==> src/rtl/matrix_pkg.sv <==
// Shared constants for the LED-matrix pixel fetch path: geometry, RAM word
// layout and the display-buffer swap state encoding.
package matrix_pkg;

  localparam int COLUMNS   = 64;
  localparam int SCAN_ROWS = 16;
  localparam int BPC       = 6;

  // RAM word: {top R, top G, top B, bottom R, bottom G, bottom B}, R in MSBs.
  localparam int TOP_R_LSB = 5 * BPC;
  localparam int TOP_G_LSB = 4 * BPC;
  localparam int TOP_B_LSB = 3 * BPC;
  localparam int BOT_R_LSB = 2 * BPC;
  localparam int BOT_G_LSB = 1 * BPC;
  localparam int BOT_B_LSB = 0;

  typedef enum logic [0:0] {
    SWAP_IDLE    = 1'b0,
    SWAP_PENDING = 1'b1
  } swap_state_t;

endpackage

==> src/rtl/pixel_bit_select.sv <==
// Stage 3: per-channel bit-plane extraction from one RAM word, registered.
// A mask that is not one-hot forces both halves dark but still flags a pixel.
module pixel_bit_select #(
  parameter int BPC = 6
) (
  input  logic             clk_i,
  input  logic             reset_i,
  input  logic             valid_i,
  input  logic [BPC-1:0]   mask_i,
  input  logic [6*BPC-1:0] word_i,
  output logic [2:0]       rgb_top_o,
  output logic [2:0]       rgb_bottom_o,
  output logic             pixel_valid_o
);

  logic       onehot;
  logic [5:0] hit;
  logic [2:0] rgb_top_q, rgb_bottom_q;
  logic       pixel_valid_q;

  always_comb begin
    onehot = (mask_i != '0) && ((mask_i & (mask_i - BPC'(1))) == '0);
    hit    = '0;
    for (int i = 0; i < 6; i++) begin
      hit[i] = |(word_i[i*BPC +: BPC] & mask_i) & onehot;
    end
  end

  // Colour bits hold their last value between valid pixels.
  always_ff @(posedge clk_i) begin
    if (reset_i) begin
      rgb_top_q     <= '0;
      rgb_bottom_q  <= '0;
      pixel_valid_q <= 1'b0;
    end else begin
      pixel_valid_q <= valid_i;
      if (valid_i) begin
        rgb_top_q    <= hit[5:3];
        rgb_bottom_q <= hit[2:0];
      end
    end
  end

  assign rgb_top_o     = rgb_top_q;
  assign rgb_bottom_o  = rgb_bottom_q;
  assign pixel_valid_o = pixel_valid_q;

endmodule

==> src/rtl/matrix_pixel_fetch.sv <==
// Fetches scan pixels from an external double-buffered framebuffer and emits one
// bit-plane bit per channel. Flow: every load_strobe cycle is one pixel, no back-pressure.
module matrix_pixel_fetch #(
  parameter int COLUMNS   = matrix_pkg::COLUMNS,
  parameter int SCAN_ROWS = matrix_pkg::SCAN_ROWS,
  parameter int BPC       = matrix_pkg::BPC
) (
  input  logic                                       clk_in,
  input  logic                                       reset,
  input  logic                                       load_strobe,
  input  logic [$clog2(COLUMNS)-1:0]                 column_address,
  input  logic [$clog2(SCAN_ROWS)-1:0]               row_address,
  input  logic [BPC-1:0]                             brightness_mask,
  input  logic                                       swap_req,
  output logic                                       swap_ack,
  output logic [$clog2(SCAN_ROWS)+$clog2(COLUMNS):0] ram_addr,
  output logic                                       ram_rd_en,
  input  logic [6*BPC-1:0]                           ram_rd_data,
  output logic [2:0]                                 rgb_top,
  output logic [2:0]                                 rgb_bottom,
  output logic                                       pixel_valid,
  output logic                                       swap_state_dbg
);
  import matrix_pkg::*;

  localparam int COL_W  = $clog2(COLUMNS);
  localparam int ROW_W  = $clog2(SCAN_ROWS);
  localparam int ADDR_W = ROW_W + COL_W + 1;
  localparam logic [COL_W-1:0] LAST_COL = COL_W'(COLUMNS - 1);

  swap_state_t       state_q, state_d;
  logic              buf_sel_q, buf_sel_d;
  logic              swap_req_q;
  logic              swap_ack_q, swap_ack_d;
  logic              frame_start, req_rise;
  logic              ram_rd_en_q;
  logic [ADDR_W-1:0] ram_addr_q, ram_addr_d;
  logic [BPC-1:0]    mask1_q, mask1_d, mask2_q;
  logic              s2_valid_q;

  assign frame_start = load_strobe && (row_address == '0) &&
                       (column_address == LAST_COL) && brightness_mask[BPC-1];
  assign req_rise    = swap_req && !swap_req_q;

  always_comb begin
    state_d    = state_q;
    buf_sel_d  = buf_sel_q;
    swap_ack_d = 1'b0;
    case (state_q)
      SWAP_IDLE: begin
        if (req_rise) state_d = SWAP_PENDING;
      end
      SWAP_PENDING: begin
        if (frame_start) begin
          state_d    = SWAP_IDLE;
          buf_sel_d  = ~buf_sel_q;
          swap_ack_d = 1'b1;
        end
      end
      default: state_d = SWAP_IDLE;
    endcase
  end

  // Address uses the post-flip buffer so the frame-start pixel already reads the new frame.
  always_comb begin
    ram_addr_d = ram_addr_q;
    mask1_d    = mask1_q;
    if (load_strobe) begin
      ram_addr_d = {buf_sel_d, row_address, column_address};
      mask1_d    = brightness_mask;
    end
  end

  always_ff @(posedge clk_in) begin
    if (reset) begin
      state_q     <= SWAP_IDLE;
      buf_sel_q   <= 1'b0;
      swap_req_q  <= 1'b0;
      swap_ack_q  <= 1'b0;
      ram_rd_en_q <= 1'b0;
      ram_addr_q  <= '0;
      mask1_q     <= '0;
      mask2_q     <= '0;
      s2_valid_q  <= 1'b0;
    end else begin
      state_q     <= state_d;
      buf_sel_q   <= buf_sel_d;
      swap_req_q  <= swap_req;
      swap_ack_q  <= swap_ack_d;
      ram_rd_en_q <= load_strobe;
      ram_addr_q  <= ram_addr_d;
      mask1_q     <= mask1_d;
      mask2_q     <= mask1_q;
      s2_valid_q  <= ram_rd_en_q;
    end
  end

  // RAM data is present while s2_valid_q is high and is captured by stage 3.
  pixel_bit_select #(.BPC(BPC)) u_bit_select (
    .clk_i         (clk_in),
    .reset_i       (reset),
    .valid_i       (s2_valid_q),
    .mask_i        (mask2_q),
    .word_i        (ram_rd_data),
    .rgb_top_o     (rgb_top),
    .rgb_bottom_o  (rgb_bottom),
    .pixel_valid_o (pixel_valid)
  );

  assign swap_ack       = swap_ack_q;
  assign ram_addr       = ram_addr_q;
  assign ram_rd_en      = ram_rd_en_q;
  assign swap_state_dbg = state_q;

endmodule

==> config.mk <==
export PLATFORM = sky130hd
export DESIGN_NAME = matrix_pixel_fetch
export DESIGN_NICKNAME = d
export VERILOG_FILES = /design/src/rtl/matrix_pkg.sv /design/src/rtl/pixel_bit_select.sv /design/src/rtl/matrix_pixel_fetch.sv
export SDC_FILE = /design/constraint.sdc
export NUM_CORES = 1
export LEC_CHECK = 0
export CORE_UTILIZATION = 30
export DETAILED_ROUTE_END_ITERATION = 12
export GPL_TIMING_DRIVEN = 0
export PLACE_DENSITY = 0.72
export REMOVE_ABC_BUFFERS = 1
export SKIP_LAST_GASP = 1
export SLEW_MARGIN = 15
export SYNTH_ARGS = -nofsm -noshare
export SYNTH_HDL_FRONTEND = slang
export SYNTH_SLANG_ARGS = --single-unit
==> constraint.sdc <==
create_clock -name clk_in -period 1.6 [get_ports clk_in]
set_input_delay 0.48 -clock clk_in [delete_from_list [all_inputs] [get_ports clk_in]]
set_output_delay 0.48 -clock clk_in [all_outputs]
set_load 0.01 [all_outputs]
==> After elaboration in Yosys (flattened, before gate mapping) <==
Index checks and enable logic that the tools add are counted.
{ "word_totals": {"rom_bits": 0, "n_memories": 0, "out_inout_bits": 21, "register_bits": 36, "elab_cells": 51, "latchBits": 0, "in_bits": 56, "ram_bits": 0} }
{ "op_classes": {"bitwise": 15, "n_reduce_logical": 16, "order_cmp": 0, "addsub": 1, "n_mux": 6, "div": 0, "n_mul": 0, "shifts": 0, "eq_ne": 1} }
{ "ops": {"columns": ["cell", "n"], "rows": [
  ["6-bit bitwise AND", 7],
  ["6-bit OR reduction", 6],
  ["1-bit bitwise AND", 6],
  ["6-bit equality test (second input constant)", 1],
  ["6-bit zero test", 1],
  ["6-bit nonzero test", 1],
  ["6-bit by 1-bit subtractor with 6-bit output (second input constant)", 1],
  ["1-bit logical AND", 5],
  ["1-bit two-way mux", 5],
  ["4-bit zero test", 1],
  ["1-bit inverter", 2],
  ["1-bit one-hot mux with 2 select lines", 1],
  ["2-bit OR reduction", 1],
  ["1-bit zero test", 1]
]} }

==> Longest topological paths before layout <==
Gate-level depths: netlist (run 1).
{ "depth": {"word_depth": 6, "depth_mapped": 5, "depth_no_buf": 4} }

==> By module <==
From an unflattened synthesis (run 1), not the netlist that was laid out.
{ "unflattened": {"cells_unflattened": 155, "area_unflattened_um2": 1500.2} }
{ "modules_own_cells": {"columns": ["mod", "instances", "area_per_inst_um2", "cells_each", "seq_area_each_um2"], "rows": [
  ["matrix_pixel_fetch", 1, 982.2, 91, 580.6],
  ["pixel_bit_select", 1, 518.0, 64, 140.1]
]} }

==> Worst setup path after synthesis (run 1) <==
No wires, ideal clock.
{ "synth_path": {"path_type": "input port to flip-flop", "from": "input row_address[0]", "to": "register ram_addr_q[10] (netlist: ram_addr[10])", "setup_ps": 79, "path_buffers": 0, "path_stages": 4, "required_time_ps": 1521, "path_slack_ps": 207, "t_arrival_ps": 1314, "cell_sequence": "nand4b_1 > nor4_2 > xnor2_1 > a211oi_2"} }
{ "synth_between": {"elab_chain_cells": 6} }
{ "synth_lines": {"columns": ["element", "line", "text"], "rows": [
  ["start, declared", "matrix_pixel_fetch.sv:12", "input logic [$clog2(SCAN_ROWS)-1:0] row_address,"],
  ["4-bit zero test", "matrix_pixel_fetch.sv:41", "assign frame_start = load_strobe && (row_address == '0) &&"],
  ["1-bit logical AND (2 in series)", "matrix_pixel_fetch.sv:41", null],
  ["1-bit logical AND", "matrix_pixel_fetch.sv:42", "(column_address == LAST_COL) && brightness_mask[BPC-1];"],
  ["1-bit two-way mux", "matrix_pixel_fetch.sv:54", "if (frame_start) begin"],
  ["1-bit two-way mux", "matrix_pixel_fetch.sv:49", "case (state_q)"],
  ["end signal, assigned", "matrix_pixel_fetch.sv:91", "ram_addr_q <= ram_addr_d;"],
  ["end, declared", "matrix_pixel_fetch.sv:37", "logic [ADDR_W-1:0] ram_addr_q, ram_addr_d;"]
]} }
No other way between the ends.
A chain may end at the register's enable or synchronous reset.

==> Worst setup path in the final report (run 1) <==
{ "layout_path": {"from": "input column_address[1]", "to": "register ram_addr_q[10] (netlist: ram_addr[10])"} }
{ "layout_between": {"elab_chain_cells": 5} }
{ "layout_lines": {"columns": ["element", "line", "text"], "rows": [
  ["start, declared", "matrix_pixel_fetch.sv:11", "input logic [$clog2(COLUMNS)-1:0] column_address,"],
  ["6-bit equality test", "matrix_pixel_fetch.sv:42", null],
  ["1-bit logical AND", "matrix_pixel_fetch.sv:41", null],
  ["1-bit logical AND", "matrix_pixel_fetch.sv:42", null],
  ["1-bit two-way mux", "matrix_pixel_fetch.sv:54", null],
  ["1-bit two-way mux", "matrix_pixel_fetch.sv:49", null]
]} }
No other way between the ends.

==> results of run 1 <==
[synthesized netlist by cell type, types with 2 or more instances]
| library cell | count | share of area |
|---|---|---|
| dfxtp_1 | 36 | 0.48 |
| nor2_1 | 20 | 0.050 |
| a22oi_1 | 18 | 0.091 |
| mux2i_1 | 15 | 0.10 |
| nand2_1 | 13 | 0.033 |
| nor2b_1 | 11 | 0.046 |
| nand3_1 | 6 | 0.020 |
| o21ai_1 | 5 | 0.017 |
| clkbuf_1 | 4 | 0.010 |
| buf_2 | 3 | 0.010 |
| buf_4 | 3 | 0.015 |
| nand2b_1 | 3 | 0.013 |
| a21oi_1 | 2 | 0.0067 |
| a21oi_2 | 2 | 0.012 |
| nor4b_1 | 2 | 0.012 |
[worst reg2reg max path: stages, from the launching register on]
cell and delay (ns):
dfxtp_1 0.54, nor4b_1 0.11, a211o_1 0.29, a21oi_2 0.29
o21ai_1 0.12
[per-stage QoR]
stage	instance area (sq um)	utilization	setup TNS, ns
finish	2380	0.500	0
global route	2380	0.500	-0.0254
CTS	2340	0.492	-0.0476
detailed placement	2270	0.477	-22.75
global placement	2270	0.477	-22.59
floorplan	1420	-	0
[what timing repair did]
item                       CTS  global route
pin swaps                    1             4
buffers inserted             0             0
setup endpoints to repair   57             8
hold buffers                 0             0
gates resized for setup     32             8
[area by class of cell]
type                            count  area (sq um)
Sequential cell                    36           723
Multi-Input combinational cell    108           732
Fill cell                         500          2380
Inverter                            1          3.75
Clock buffer                        8          90.1
Tap cell                           67          83.8
Timing Repair Buffer               76           743
[state kept, by name (all words and copies together), names as in the netlist]
signal,count
mask2_q,6
swap_ack,1
ram_addr,11
u_bit_select.rgb_bottom_o,3
ram_rd_en,1
swap_state_dbg,1
swap_req_q,1
u_bit_select.rgb_top_o,3
buf_sel_q,1
mask1_q,6
s2_valid_q,1
u_bit_select.pixel_valid_o,1
[routing by layer]
| layer | wire length (um) | track usage | vias to the layer above | share of wire |
|---|---|---|---|---|
| li1 | - | - | 687 | - |
| met1 | 1690 | 0.181 | 630 | 0.44 |
| met2 | 1850 | 0.247 | 36 | 0.48 |
| met3 | 236 | 0.0458 | 8 | 0.062 |
| met4 | 47 | 0.0523 | 0 | 0.012 |
| met5 | 0 | 0 | - | 0 |
[power by group through the flow]
stage | clock [uW] | sequential (uW) | combinational, uW
after floorplan | 0 | 989 | 95.5
final | 653 | 968 | 310
after global routing | 712 | 973 | 338
after global placement | 0 | 988 | 320
after detailed placement | 0 | 988 | 325
after CTS | 673 | 967 | 310
[worst min path at each step]
stage,endpoint,slack [ns],depth (start not counted)
after floorplan,mask2_q[0],0.44,1
after global placement,u_bit_select.rgb_top_o[1],0.43,2
after detailed placement,u_bit_select.rgb_top_o[1],0.44,2
after CTS,u_bit_select.rgb_top_o[1],0.44,2
after global routing,mask2_q[5],0.47,1
final,u_bit_select.rgb_top_o[2],0.44,2
[cells by family after synthesis]
family | count (synthesis) | synth area share
AND/OR/NAND/NOR | 61 | 0.209
flip-flops | 36 | 0.484
AO/OA/AOI/OAI | 30 | 0.146
multiplexers | 15 | 0.101
buffers and inverters | 13 | 0.0479
XOR/XNOR | 2 | 0.0118
==> metrics.md, run 1 <==
| Metric | Value |
|---|---|
| Period minus WS final | `1.55 ns` |
| Skew-Pair Late Insertion Delay | `0.28 ns` |
| Gr usage total | `0.149` |
| Top_reg_cell synth | `dfxtp_1` |
| Commonest non-fill, non-tap cell in the layout | `clkdlybuf4s50_1` |
| Overall Power | `1930 uW` |
| Initial antenna violation count | `0` |
| 1st-iter DRT viols | `80` |
| Crit path max-delay cell type | `clkdlybuf4s50_1` |
| Num CTS Buffers | `5` |
| # diodes | `0` |
| Root Buffer | `clkbuf_8` |
| Worst r2r path cells | `4` |
| Slew Viols, Final | `0` |
| P&R area growth vs syn | `59.6%` |
| Critical hold path startpoint | `u_bit_select.rgb_top_o[2]` |
| Vias in the first global route | `1306` |
| Initial Util | `0.313` |
| Commonest cells after routing, fill and taps aside | `clkdlybuf4s50_1, dfxtp_1, dlygate4sd2_1, nor2_1, a22oi_1` |
| Die Y | `72.5 um` |
| Critical Path AT | `1.70 ns` |
| Switching part of the total | `0.232` |
| CTS sink count | `36` |
| CP top delay family | `simple AND/OR/NAND/NOR gates` |
| Routed via count | `1361` |
| DP HPWL | `2740 um` |
| Fin cells | `296` |
| Gpl congestion | `0.663` |
| Post-synthesis async set-or-reset flop share | `0` |
| Worst Path Required | `1.75 ns` |
| EDFF count, synth | `0` |
| Pin count of the biggest net entering global routing | `32` |
| Dpl cells | `288` |
| Synthesis Warnings | `0` |
| Crit path from | `column_address[1]` |
| DR WL/cell | `12.9 um` |
| Worst slew pin tran | `0.613 ns` |
| Worst Setup Slack, final | `0.0493 ns` |
| Kind of end point of the critical path | `flop` |
| Status | `finished, final reports clean` |
| Slowest stage delay, CP | `0.45 ns` |
| Layout cell share with drive strength beyond 1 | `0.0786` |
| Die ar. | `5250 sq um` |
| Drc violations | `0` |
| Critical path depth in cells | `5` |
| RSZ-0062 raised after global routing | `true` |
| First-pass GRT wire length | `5950 um` |
| Final setup violation count | `0` |
| Leakage power | `0.00103 uW` |
| Die width | `72.5 um` |
| Pre-CTS setup slack | `-1.24 ns` |
| Fmax | `645 MHz` |
| IO buf count | `76` |
| Yosys cell types | `29` |
| Vias/cell | `4.60` |
| Post-Syn Area per Cell | `9.48 sq um` |
| Final clock skew | `0.00222 ns` |
| IO Pins | `77` |
| Routed Antenna Nets | `0` |
| #FFs+latches synth | `36` |
| Final Hold Viols | `0` |
| Logic pwr share | `0.160` |
| Total congestion overflow | `0` |
| Final hold slack | `0.440 ns` |
| Clock Power Share | `0.338` |
| Depth of the CTS H-tree | `2` |
| Max Cap Violations | `0` |
| Layout Nets | `284` |
| Placeable Area | `4750 sq um` |
| Reg2reg start | `mask2_q[2]` |
| Hold Crit Class | `reg2reg` |
| Synth Instances | `157` |
| Final WL | `3830 um` |
| Period utilization | `0.969` |
| Part of the power in registers | `0.501` |
| Crit-path cells | `clkdlybuf4s50_1 -> nand2_1 -> nor4_4 -> xnor2_2 -> a211oi_2` |
| CTS tree | `yes` |
| Worst setup endpoint | `ram_addr[10]` |
| Crit Reg-Reg Endpoint | `u_bit_select.rgb_top_o[1]` |
| Standard-cell rows | `25` |
| CP Launch Type | `primary input` |
| R2R setup slack | `0.14 ns` |
| PD cells | `813 nW/um^2` |
| Seq/Total Area, Yosys | `0.484` |
| Crit-path max FO | `3` |
| VDD IR max | `484 uV` |
| Internal | `1480 uW` |
| CP Class | `in2reg` |
| Psw | `449 uW` |
| Synthesized cell area | `1490 sq um` |
| Worst path bufs/invs | `1` |
| Clock transition at path regs | `0.07 ns` |
| Rel. slew slack | `0.591` |
| Drt pass-1 iters | `6` |
| Clock buffer depth | `2` |
Note: power is estimated with default switching activity, not from simulation.
==> run 2: changes to the inputs <==
--- a/config.mk
+++ b/config.mk
@@ -11,7 +11,7 @@
 export PLACE_DENSITY = 0.72
 export REMOVE_ABC_BUFFERS = 1
 export SKIP_LAST_GASP = 1
-export SLEW_MARGIN = 15
 export SYNTH_ARGS = -nofsm -noshare
 export SYNTH_HDL_FRONTEND = slang
 export SYNTH_SLANG_ARGS = --single-unit
+export TNS_END_PERCENT = 20
==> metrics.md, run 2 (synthesized netlist as in run 1, its figures left out) <==
| Metric | Value |
|---|---|
| Status | `finished with violations` |
| Failing checks | `setup timing` |
| PD cells | `809 nW/um^2 (-0.46%)` |
| Clock transition at path regs | `0.07 ns (about the same)` |
| Slew Viols, Final | `0 (unchanged)` |
| DP HPWL | `2740 um (unchanged)` |
| CP Class | `in2reg` |
| CTS tree | `yes` |
| # diodes | `0 (unchanged)` |
| IO buf count | `76 (unchanged)` |
| Drc violations | `0 (unchanged)` |
| VDD IR max | `484 uV (about the same)` |
| Layout cell share with drive strength beyond 1 | `0.0699 (-0.00873)` |
| P&R area growth vs syn | `61.2%` |
| Final clock skew | `0.00193 ns (-0.000291 ns)` |
| Vias/cell | `4.57 (-0.51%)` |
| IO Pins | `77 (unchanged)` |
| Die Y | `72.5 um (unchanged)` |
| Fin cells | `296 (unchanged)` |
| Die width | `72.5 um (unchanged)` |
| 1st-iter DRT viols | `81 (+1.3%)` |
| Initial Util | `0.313 (unchanged)` |
| Commonest cells after routing, fill and taps aside | `clkdlybuf4s50_1, dfxtp_1, nor2_1, a22oi_1, mux2i_1` |
| Post-CTS Setup Bufs | `0 (unchanged)` |
| Kind of end point of the critical path | `flop` |
| Met3 global-route usage | `0.0458 (unchanged)` |
| Cell area after layout | `2400 sq um (+1.0%)` |
| Initial antenna violation count | `0 (unchanged)` |
| Hold Crit Class | `reg2reg` |
| Hold-fix buffers at CTS | `0 (unchanged)` |
| Worst slew pin tran | `0.612 ns (-0.000940 ns)` |
| Placeable Area | `4750 sq um (unchanged)` |
| RSZ-0062 raised after global routing | `true` |
| Gpl congestion | `0.663 (unchanged)` |
| Max Cap Violations | `0 (unchanged)` |
| Depth of the CTS H-tree | `2 (unchanged)` |
| Rel. slew slack | `0.592 (+0.000627)` |
| Placed cell area | `2270 sq um (unchanged)` |
| Final setup violation count | `16 (+16)` |
| Dpl cells | `288 (unchanged)` |
| CP Launch Type | `primary input` |
| DR WL/cell | `12.9 um (-0.34%)` |
| Fmax | `605 MHz (-6.1%)` |
| Standard-cell rows | `25 (unchanged)` |
| Routed Antenna Nets | `0 (unchanged)` |
| Num CTS Buffers | `5 (unchanged)` |
| Total congestion overflow | `0 (unchanged)` |
| Period utilization | `1.03 (+0.0635)` |
| Layout Nets | `284 (unchanged)` |
| Leakage power | `0.000966 uW (-6.0%)` |
| Pin count of the biggest net entering global routing | `32 (unchanged)` |
| Crit-path max FO | `3 (unchanged)` |
| Final WL | `3820 um (-0.34%)` |
| Clock buffer depth | `2 (unchanged)` |
| Root Buffer | `clkbuf_8` |
| First-pass GRT wire length | `5940 um (-0.24%)` |
| CTS sink count | `36 (unchanged)` |
| Worst Path Required | `1.80 ns (+0.05 ns)` |
| Drt pass-1 iters | `6 (unchanged)` |
| Met1 Use GR | `0.180 (-0.000858)` |
| GR Util met2 | `0.247 (unchanged)` |
| Worst Setup Slack, final | `-0.0522 ns (-0.102 ns)` |
| Critical Path AT | `1.85 ns (+0.15 ns)` |
| Routed via count | `1354 (-0.51%)` |
| Period minus WS final | `1.65 ns (+0.102 ns)` |
| Die ar. | `5250 sq um (unchanged)` |
| Vias in the first global route | `1306 (unchanged)` |
| Commonest non-fill, non-tap cell in the layout | `clkdlybuf4s50_1` |
| Skew-Pair Late Insertion Delay | `0.28 ns (about the same)` |
| Max reg flops | `11 (unchanged)` |
| R2R setup slack | `0.06 ns (-0.08 ns)` |
| Gr busiest metal | `met2` |
| Final Hold Viols | `0 (unchanged)` |
| Gr usage total | `0.148 (-0.000294)` |
run 2: cell count changes in the layout (fill, tap and decap cells not counted):
cell	change
dfxtp_1	+2
clkdlybuf4s50_1	+21
dlygate4sd2_1	-21
dfxtp_2	-2
run 2: routing by layer:
metal	up-vias	wire (um)	share of wire
li1	688	-	-
met1	618	1650	0.43
met2	43	1860	0.49
met3	5	265	0.069
met4	0	35	0.0092
met5	-	0	0
run 2: worst paths after layout:
| check | start | to | cells past startpoint |
|---|---|---|---|
| min reg2reg | u_bit_select.rgb_bottom_o[0] | u_bit_select.rgb_bottom_o[0] | 2 |
| min | u_bit_select.rgb_bottom_o[0] | u_bit_select.rgb_bottom_o[0] | 2 |
| max reg2reg | mask2_q[4] | u_bit_select.rgb_top_o[1] | 4 |
| max | column_address[0] | ram_addr[10] | 5 |
run 2: area by class of cell:
| type | count | area [sq um] |
|---|---|---|
| Timing Repair Buffer | 76 | 769 |
| Sequential cell | 36 | 721 |
| Multi-Input combinational cell | 108 | 732 |
| Tap cell | 67 | 83.8 |
| Fill cell | 483 | 2350 |
| Clock buffer | 8 | 90.1 |
| Inverter | 1 | 3.75 |
run 2: timing repair:
item                                    CTS  global route
endpoints found under the setup margin   57            29
gates resized for setup                  11             6
pin swaps                                 1             1
run 2: critical path, cell delays in order:
cell and delay (ns):
clkdlybuf4s50_1 0.54, nand4bb_4 0.14, nor4_4 0.37, xnor2_2 0.12
a211oi_2 0.21
run 2: report_power, final:
part | leakage (uW) | switching [uW] | internal, uW
logic | 0.000625 | 114 | 210
clock network | 0.0000455 | 298 | 351
registers | 0.000295 | 32.9 | 935
total | 0.000966 | 445 | 1500
run 2: stage by stage:
stage                     hold WS (ns)  setup WS [ns]   util  total power [uW]  setup TNS [ns]
final                            0.443        -0.0522  0.505              1940          -0.423
after detailed placement         0.437          -1.24  0.477              1310          -22.75
after global routing             0.480         -0.111  0.505              2040           -1.43
after global placement           0.433          -1.24  0.477              1310          -22.59
after floorplan                  0.437          0.207      -              1080               0
after CTS                        0.447        -0.0764  0.498              1970          -0.854
==> run 3: changes to the inputs <==
--- a/config.mk
+++ b/config.mk
@@ -6,6 +6,7 @@
 export NUM_CORES = 1
 export LEC_CHECK = 0
 export CORE_UTILIZATION = 30
+export CTS_BUF_LIST = sky130_fd_sc_hd__clkbuf_8
 export DETAILED_ROUTE_END_ITERATION = 12
 export GPL_TIMING_DRIVEN = 0
 export PLACE_DENSITY = 0.72
==> metrics.md, run 3 (synthesized netlist as in run 1, its figures left out) <==
| Metric | Value |
|---|---|
| Status | `finished with violations` |
| Failing checks | `setup timing` |
| Die width | `72.5 um (unchanged)` |
| Clock transition at path regs | `0.07 ns (about the same)` |
| CP Launch Type | `primary input` |
| Depth of the CTS H-tree | `2 (unchanged)` |
| Crit-path max FO | `3 (unchanged)` |
| Commonest cells after routing, fill and taps aside | `clkdlybuf4s50_1, dfxtp_1, nor2_1, a22oi_1, mux2i_1` |
| Max reg flops | `11 (unchanged)` |
| RSZ-0062 raised after global routing | `true` |
| DP HPWL | `2740 um (unchanged)` |
| IO Pins | `77 (unchanged)` |
| 1st-iter DRT viols | `81 (unchanged)` |
| First-pass GRT wire length | `5940 um (unchanged)` |
| Max Cap Violations | `0 (unchanged)` |
| Kind of end point of the critical path | `flop` |
| P&R area growth vs syn | `61.2% (unchanged)` |
| Routed via count | `1354 (unchanged)` |
| TNS Setup | `-0.436 ns (-0.0129 ns)` |
| Routed Antenna Nets | `0 (unchanged)` |
| Period minus WS final | `1.65 ns (-0.00147 ns)` |
| Total congestion overflow | `0 (unchanged)` |
| Leakage power | `0.000974 uW (+0.86%)` |
| IO buf count | `76 (unchanged)` |
| Cell area after layout | `2400 sq um (unchanged)` |
| # diodes | `0 (unchanged)` |
| Final clock skew | `0.00179 ns (-0.000134 ns)` |
| Fmax | `606 MHz (about the same)` |
| Hold Crit Class | `reg2reg` |
| CTS sink count | `36 (unchanged)` |
| VDD IR max | `484 uV (about the same)` |
| Crit path from | `column_address[5]` |
| Commonest non-fill, non-tap cell in the layout | `clkdlybuf4s50_1` |
| Drc violations | `0 (unchanged)` |
| Clock buffer depth | `2 (unchanged)` |
| Critical hold path startpoint | `u_bit_select.rgb_bottom_o[0]` |
| Initial Util | `0.313 (unchanged)` |
| Initial antenna violation count | `0 (unchanged)` |
| Vias in the first global route | `1306 (unchanged)` |
| Worst Path Required | `1.80 ns (about the same)` |
| Rel. slew slack | `0.592 (about the same)` |
| Final Util | `0.505 (unchanged)` |
| Worst Setup Slack, final | `-0.0507 ns (+0.00147 ns)` |
| DR WL/cell | `12.9 um (about the same)` |
| Gpl congestion | `0.663 (unchanged)` |
| Final setup violation count | `16 (unchanged)` |
| R2R setup slack | `0.06 ns (about the same)` |
| Root Buffer | `clkbuf_8` |
| Die Y | `72.5 um (unchanged)` |
| CP Class | `in2reg` |
| Pin count of the biggest net entering global routing | `32 (unchanged)` |
| Reg2reg start | `mask2_q[4]` |
| Drt pass-1 iters | `6 (unchanged)` |
| Standard-cell rows | `25 (unchanged)` |
| Vias/cell | `4.57 (unchanged)` |
| Die ar. | `5250 sq um (unchanged)` |
| CTS tree | `yes` |
| Skew-Pair Late Insertion Delay | `0.28 ns (about the same)` |
| Layout cell share with drive strength beyond 1 | `0.0699 (unchanged)` |
| PD cells | `804 nW/um^2 (-0.53%)` |
| Critical Path AT | `1.85 ns (about the same)` |
| Slew Viols, Final | `0 (unchanged)` |
| Fill cell count | `483 (unchanged)` |
| Layout Nets | `284 (unchanged)` |
| Final Hold Viols | `0 (unchanged)` |
| Period utilization | `1.03 (about the same)` |
| Hold-fix buffers at CTS | `0 (unchanged)` |
| Gr usage total | `0.148 (unchanged)` |
| Placed cell area | `2270 sq um (unchanged)` |
| Placeable Area | `4750 sq um (unchanged)` |
| Final WL | `3820 um (about the same)` |
| Worst slew pin tran | `0.612 ns (+0.0000357 ns)` |
| Num CTS Buffers | `5 (unchanged)` |
==> run 3: cell count changes in the layout (fill, tap and decap cells not counted), sizes merged <==
cell and delta:
clkbuf -2, inv +2
==> run 3: final cells by class <==
cell class	count	area (sq um)	area share
well taps	67	83.8	0.0349
multi-input cells	108	732	0.305
clock inverters	2	7.51	0.00313
inverters	1	3.75	0.00156
flip-flops and latches	36	721	0.300
clock buffers	6	82.6	0.0344
repair buffers	76	769	0.321
==> run 3: metrics by stage <==
step           std cells  hold WS [ns]  total power (uW)  setup WS [ns]
3_3_place_gp         288         0.433              1310          -1.24
4_1_cts              296         0.447              1950        -0.0764
2_1_floorplan        145         0.437              1080          0.207
6_report             296         0.443              1930        -0.0507
3_5_place_dp         288         0.437              1310          -1.24
5_1_grt              296         0.480              2030         -0.111
==> run 3: timing repair <==
item	4_1_cts	5_1_grt
buffers inserted	0	0
resized for setup	11	6
cloned	0	0
setup endpoints to repair	57	29
endpoints found under the hold margin	0	0
pin swaps	1	1
==> run 3: routing by layer <==
layer,part of all wire,global-route usage,vias to the layer above
met1,0.43,0.180,618
met4,0.0092,0.0523,0
met5,0,0,-
met3,0.069,0.0458,5
met2,0.49,0.247,43
li1,-,-,688
==> run 3: path summary, 6_finish.rpt <==
kind	endpoint	depth (start not counted)
hold / removal	u_bit_select.rgb_bottom_o[0]	2
hold reg to reg	u_bit_select.rgb_bottom_o[0]	2
setup / recovery	ram_addr[10]	5
setup reg to reg	u_bit_select.rgb_top_o[1]	4
==> run 3: power by group <==
| group | internal [uW] | switching [uW] | leakage (uW) |
|---|---|---|---|
| registers | 935 | 32.9 | 0.000295 |
| logic | 210 | 114 | 0.000625 |
| clock network | 338 | 300 | 0.0000538 |
==> run 3: critical path, cell delays in order <==
cell	delay [ns]
clkdlybuf4s50_1	0.54
nand4bb_4	0.14
nor4_4	0.37
xnor2_2	0.12
a211oi_2	0.21
==> RTL edit 1: new RTL, settings of run 2 <==
Register the output `rgb_bottom`, with the module's reset; this adds one clock of latency there. The other outputs are not delayed to match.
--- a/src/rtl/matrix_pixel_fetch.sv
+++ b/src/rtl/matrix_pixel_fetch.sv
@@ -29,2 +29,4 @@
   localparam logic [COL_W-1:0] LAST_COL = COL_W'(COLUMNS - 1);
+
+  logic [2:0] rgb_bottom_d;
 
@@ -105,3 +107,3 @@
     .rgb_top_o     (rgb_top),
-    .rgb_bottom_o  (rgb_bottom),
+    .rgb_bottom_o  (rgb_bottom_d),
     .pixel_valid_o (pixel_valid)
@@ -114,2 +116,10 @@
 
+  always_ff @(posedge clk_in) begin
+    if (reset) begin
+      rgb_bottom <= '0;
+    end else begin
+      rgb_bottom <= rgb_bottom_d;
+    end
+  end
+
 endmodule
Check against the original RTL: not equivalent (Yosys sat finds a counterexample within 4 cycles, from zero or initial values and one cycle with reset high).
==> RTL edit 1 against run 2 <==
The run still ends with negative setup slack left. Sequential share of layout area grew 1.1 points. Design area increased by 4.4%. Largest cell class is now sequential cells. Routed wire length down 0.10%. Combinational power down 1%. Sequential cell count grew 3. Power up 20%. Area after synthesis rose by 4.9%. Setup slack gained 0.0032 ns. Via count rose by 2.0%.
==> RTL edit 1: results (changes against run 2) <==
status finished, violations left; violated checks negative setup slack; CTS resizes 10 (-1); final WL 3810 µm (-0.10%); top_reg_cell synth dfxtp_1; Setup Skew 0.00697 ns (+0.00504 ns); First-pass DRT Iterations 4 (-2); met1 WL 1720 µm (+3.7%); Final setup viols 15 (-1); HP Start u_bit_select.rgb_top_o[1]; FF-to-FF End u_bit_select.rgb_top_o[2]; I/O Buffers 76 (unchanged); setup ws final -0.0490 ns (+0.00321 ns); Peak VDD IR 0.580 mV (+20%); nets@finish 291 (+2.5%); GR Util met3 0.0420 (-0.00383); first-pass GRT wire length 6180 µm (+4.1%); Synth Area in Adders 0 (unchanged); crit path max fanout 2 (-1); Compound-Gate Fraction of Synth Area 0.139 (-0.00680); Inserted Clock Buffers 5 (unchanged); largest net degree at the start of global routing 35 (+9.4%); RePlAce Congestion 0.660 (-0.45%); CP Launch Point ram_addr[0]; share of layout cells above drive strength 1 0.0678 (-0.00207); Min Hold Slack 0.441 ns (-0.00181 ns); mux cell area share after synthesis 0.0962 (-0.00469); total length of routed met3 wires 229 µm (-14%); Slew @ Worst Pin 0.680 ns (+0.0673 ns); register area share after synthesis 0.500 (+0.0160); critical path endpoint ram_addr[0]; r2r startpoint mask2_q[4]; met1 GRT Util 0.186 (+0.00573); # fillers 465 (-3.7%); HPWL after detailed placement 2820 µm (+2.7%); buffer count from post-CTS setup fixing 0 (unchanged); vias post-DR 1381 (+2.0%); Tot GR Track Use 0.151 (+0.00303); Worst Hold Class flop to flop; crit path max-delay cell type clkdlybuf4s50_1; WHS Endpoint u_bit_select.rgb_top_o[1]; Met2 Routed Length 1780 µm (-4.3%); Synth Area in XOR/XNOR 0.0112 (-0.000547); WHS Path Cells 2 (unchanged); post-synth cell types 28 (-3.4%); crit path DAT 1.17 ns (-0.68 ns); met2 Use GR 0.241 (-0.00573); Leakage Power 0.00102 µW (+5.5%); reg2reg setup slack 0.02 ns (-0.04 ns); DP Area 2340 µm² (+3.5%); vias in the first global route 1342 (+2.8%); top cells by area, synth dfxtp_1, mux2i_1, a22oi_1; initial DRC count 68 (-16%); most frequent cells after synthesis dfxtp_1, nor2_1, a22oi_1
-- RTL edit 1: cell type report --
type | instances | area, µm² | share of cell area
Sequential cell | 39 | 781 | 0.312
Timing Repair Buffer | 77 | 777 | 0.310
Tap cell | 67 | 83.8 | 0.0334
Clock inverter | 3 | 67.6 | 0.0270
Inverter | 1 | 3.75 | 0.00150
Multi-Input combinational cell | 111 | 724 | 0.289
Clock buffer | 5 | 68.8 | 0.0275
-- RTL edit 1: per-stage QoR --
stage	total power (µW)	utilization	TNS, ns	worst slack [ns]	instances
finish	2320	0.514	-0.477	-0.0490	303
global route	2430	0.514	-2.00	-0.118	303
CTS	2360	0.510	-1.06	-0.0974	302
detailed placement	1390	0.481	-25.99	-1.25	294
global placement	1380	0.481	-25.56	-1.21	294
floorplan	1160	-	0	0.207	151
-- RTL edit 1: where the power goes --
part | switching [µW] | internal [µW] | total, µW
Combinational | 113 | 208 | 320
Clock | 339 | 622 | 960
Sequential | 32.8 | 1010 | 1040
Total | 484 | 1840 | 2320
==> RTL edit 2: new RTL, config.mk and constraints of run 2 <==
Made on the original files. Change the package constant `COLUMNS` from 64 to 32.
--- a/src/rtl/matrix_pkg.sv
+++ b/src/rtl/matrix_pkg.sv
@@ -4,3 +4,3 @@
 
-  localparam int COLUMNS   = 64;
+  localparam int COLUMNS   = 32;
   localparam int SCAN_ROWS = 16;
Ports: changed (resized column_address and ram_addr); port bits go from 77 to 75. No check against the original RTL was run, so the function may have changed too.
==> RTL edit 2 against run 2 <==
Synthesized cell count fell by 1.9%. Core utilization grew 1.1 points. Non-clock buffer count fell by 1. Power fell by 0.52%. First-iteration DRC count decreased by 35%. Register-to-register slack improved by 0.02 ns. Sequential cell count down 1. Area after synthesis down 2.7%. Routed wire length decreased by 5.6%. Setup slack gained 0.0066 ns. Hold slack worse by 0.0044 ns. The run still ends with negative setup slack left. Largest cell class unchanged. Maximum frequency rose by 0.40%. Design area fell by 3.2%.
==> RTL edit 2: results (changes against run 2) <==
setup ws final -0.0456 ns (+0.00661 ns); Synth Instances 154 (-1.9%); violated checks negative setup slack; reg2reg setup slack 0.08 ns (+0.02 ns); share of layout cells above drive strength 1 0.0711 (+0.00124); final WL 3600 µm (-5.6%); WL per Instance 13.0 µm (+0.84%); RePlAce Congestion 0.662 (about the same); Fin Setup TNS -0.392 ns (+0.0308 ns); met1 WL 1460 µm (-11%); Tot GR Track Use 0.149 (+0.00115); FF-to-FF End u_bit_select.rgb_top_o[2]; buffer count from post-CTS setup fixing 1 (+1); Peak VDD IR 0.449 mV (-7.2%); CP Launch Point ram_addr[0]; register area share after synthesis 0.484 (about the same); nets@finish 279 (-1.8%); top cells by area, synth dfxtp_1, mux2i_1, a22oi_1; post-synth cell types 28 (-3.4%); Min Hold Slack 0.438 ns (-0.00438 ns); total length of routed met3 wires 531 µm (+100%); status finished, violations left; relative max-transition margin 0.609 (+0.0171); Final setup viols 15 (-1); critical path endpoint ram_addr[0]; post-DR vias/cell 4.88 (+6.7%); DP Area 2200 µm² (-2.9%); Leakage Power 0.000988 µW (+2.3%); Met2 Routed Length 1570 µm (-16%); r2r startpoint mask2_q[5]; HPWL after detailed placement 2520 µm (-8.2%); crit path max fanout 2 (-1); met1 GRT Util 0.160 (-0.0205)
RTL edit 2: kinds of logic (layout without fill, tap and decap cells):
| family | count (synthesis) | after routing | share of synthesized area |
|---|---|---|---|
| XOR/XNOR | 2 | 2 | 0.0121 |
| flip-flops | 35 | 35 | 0.484 |
| multiplexers | 15 | 15 | 0.104 |
| AND/OR/NAND/NOR | 59 | 59 | 0.220 |
| AO/OA/AOI/OAI | 29 | 29 | 0.137 |
| buffers and inverters | 14 | 85 | 0.0432 |
RTL edit 2: cell type report:
type                       instances  area (µm²)
clock buffer                       8         100
fill                             447        2180
inverter                           2        7.51
multi-input combinational        105         688
sequential                        35         702
tap                               52        65.1
timing repair buffer              75         759
RTL edit 2: power groups by stage:
stage               clock (µW)  combinational [µW]  sequential, µW
global route               757                 329             947
detailed placement           0                 309             960
global placement             0                 306             959
finish                     689                 301             941
floorplan                    0                90.6             960
CTS                        721                 306             942
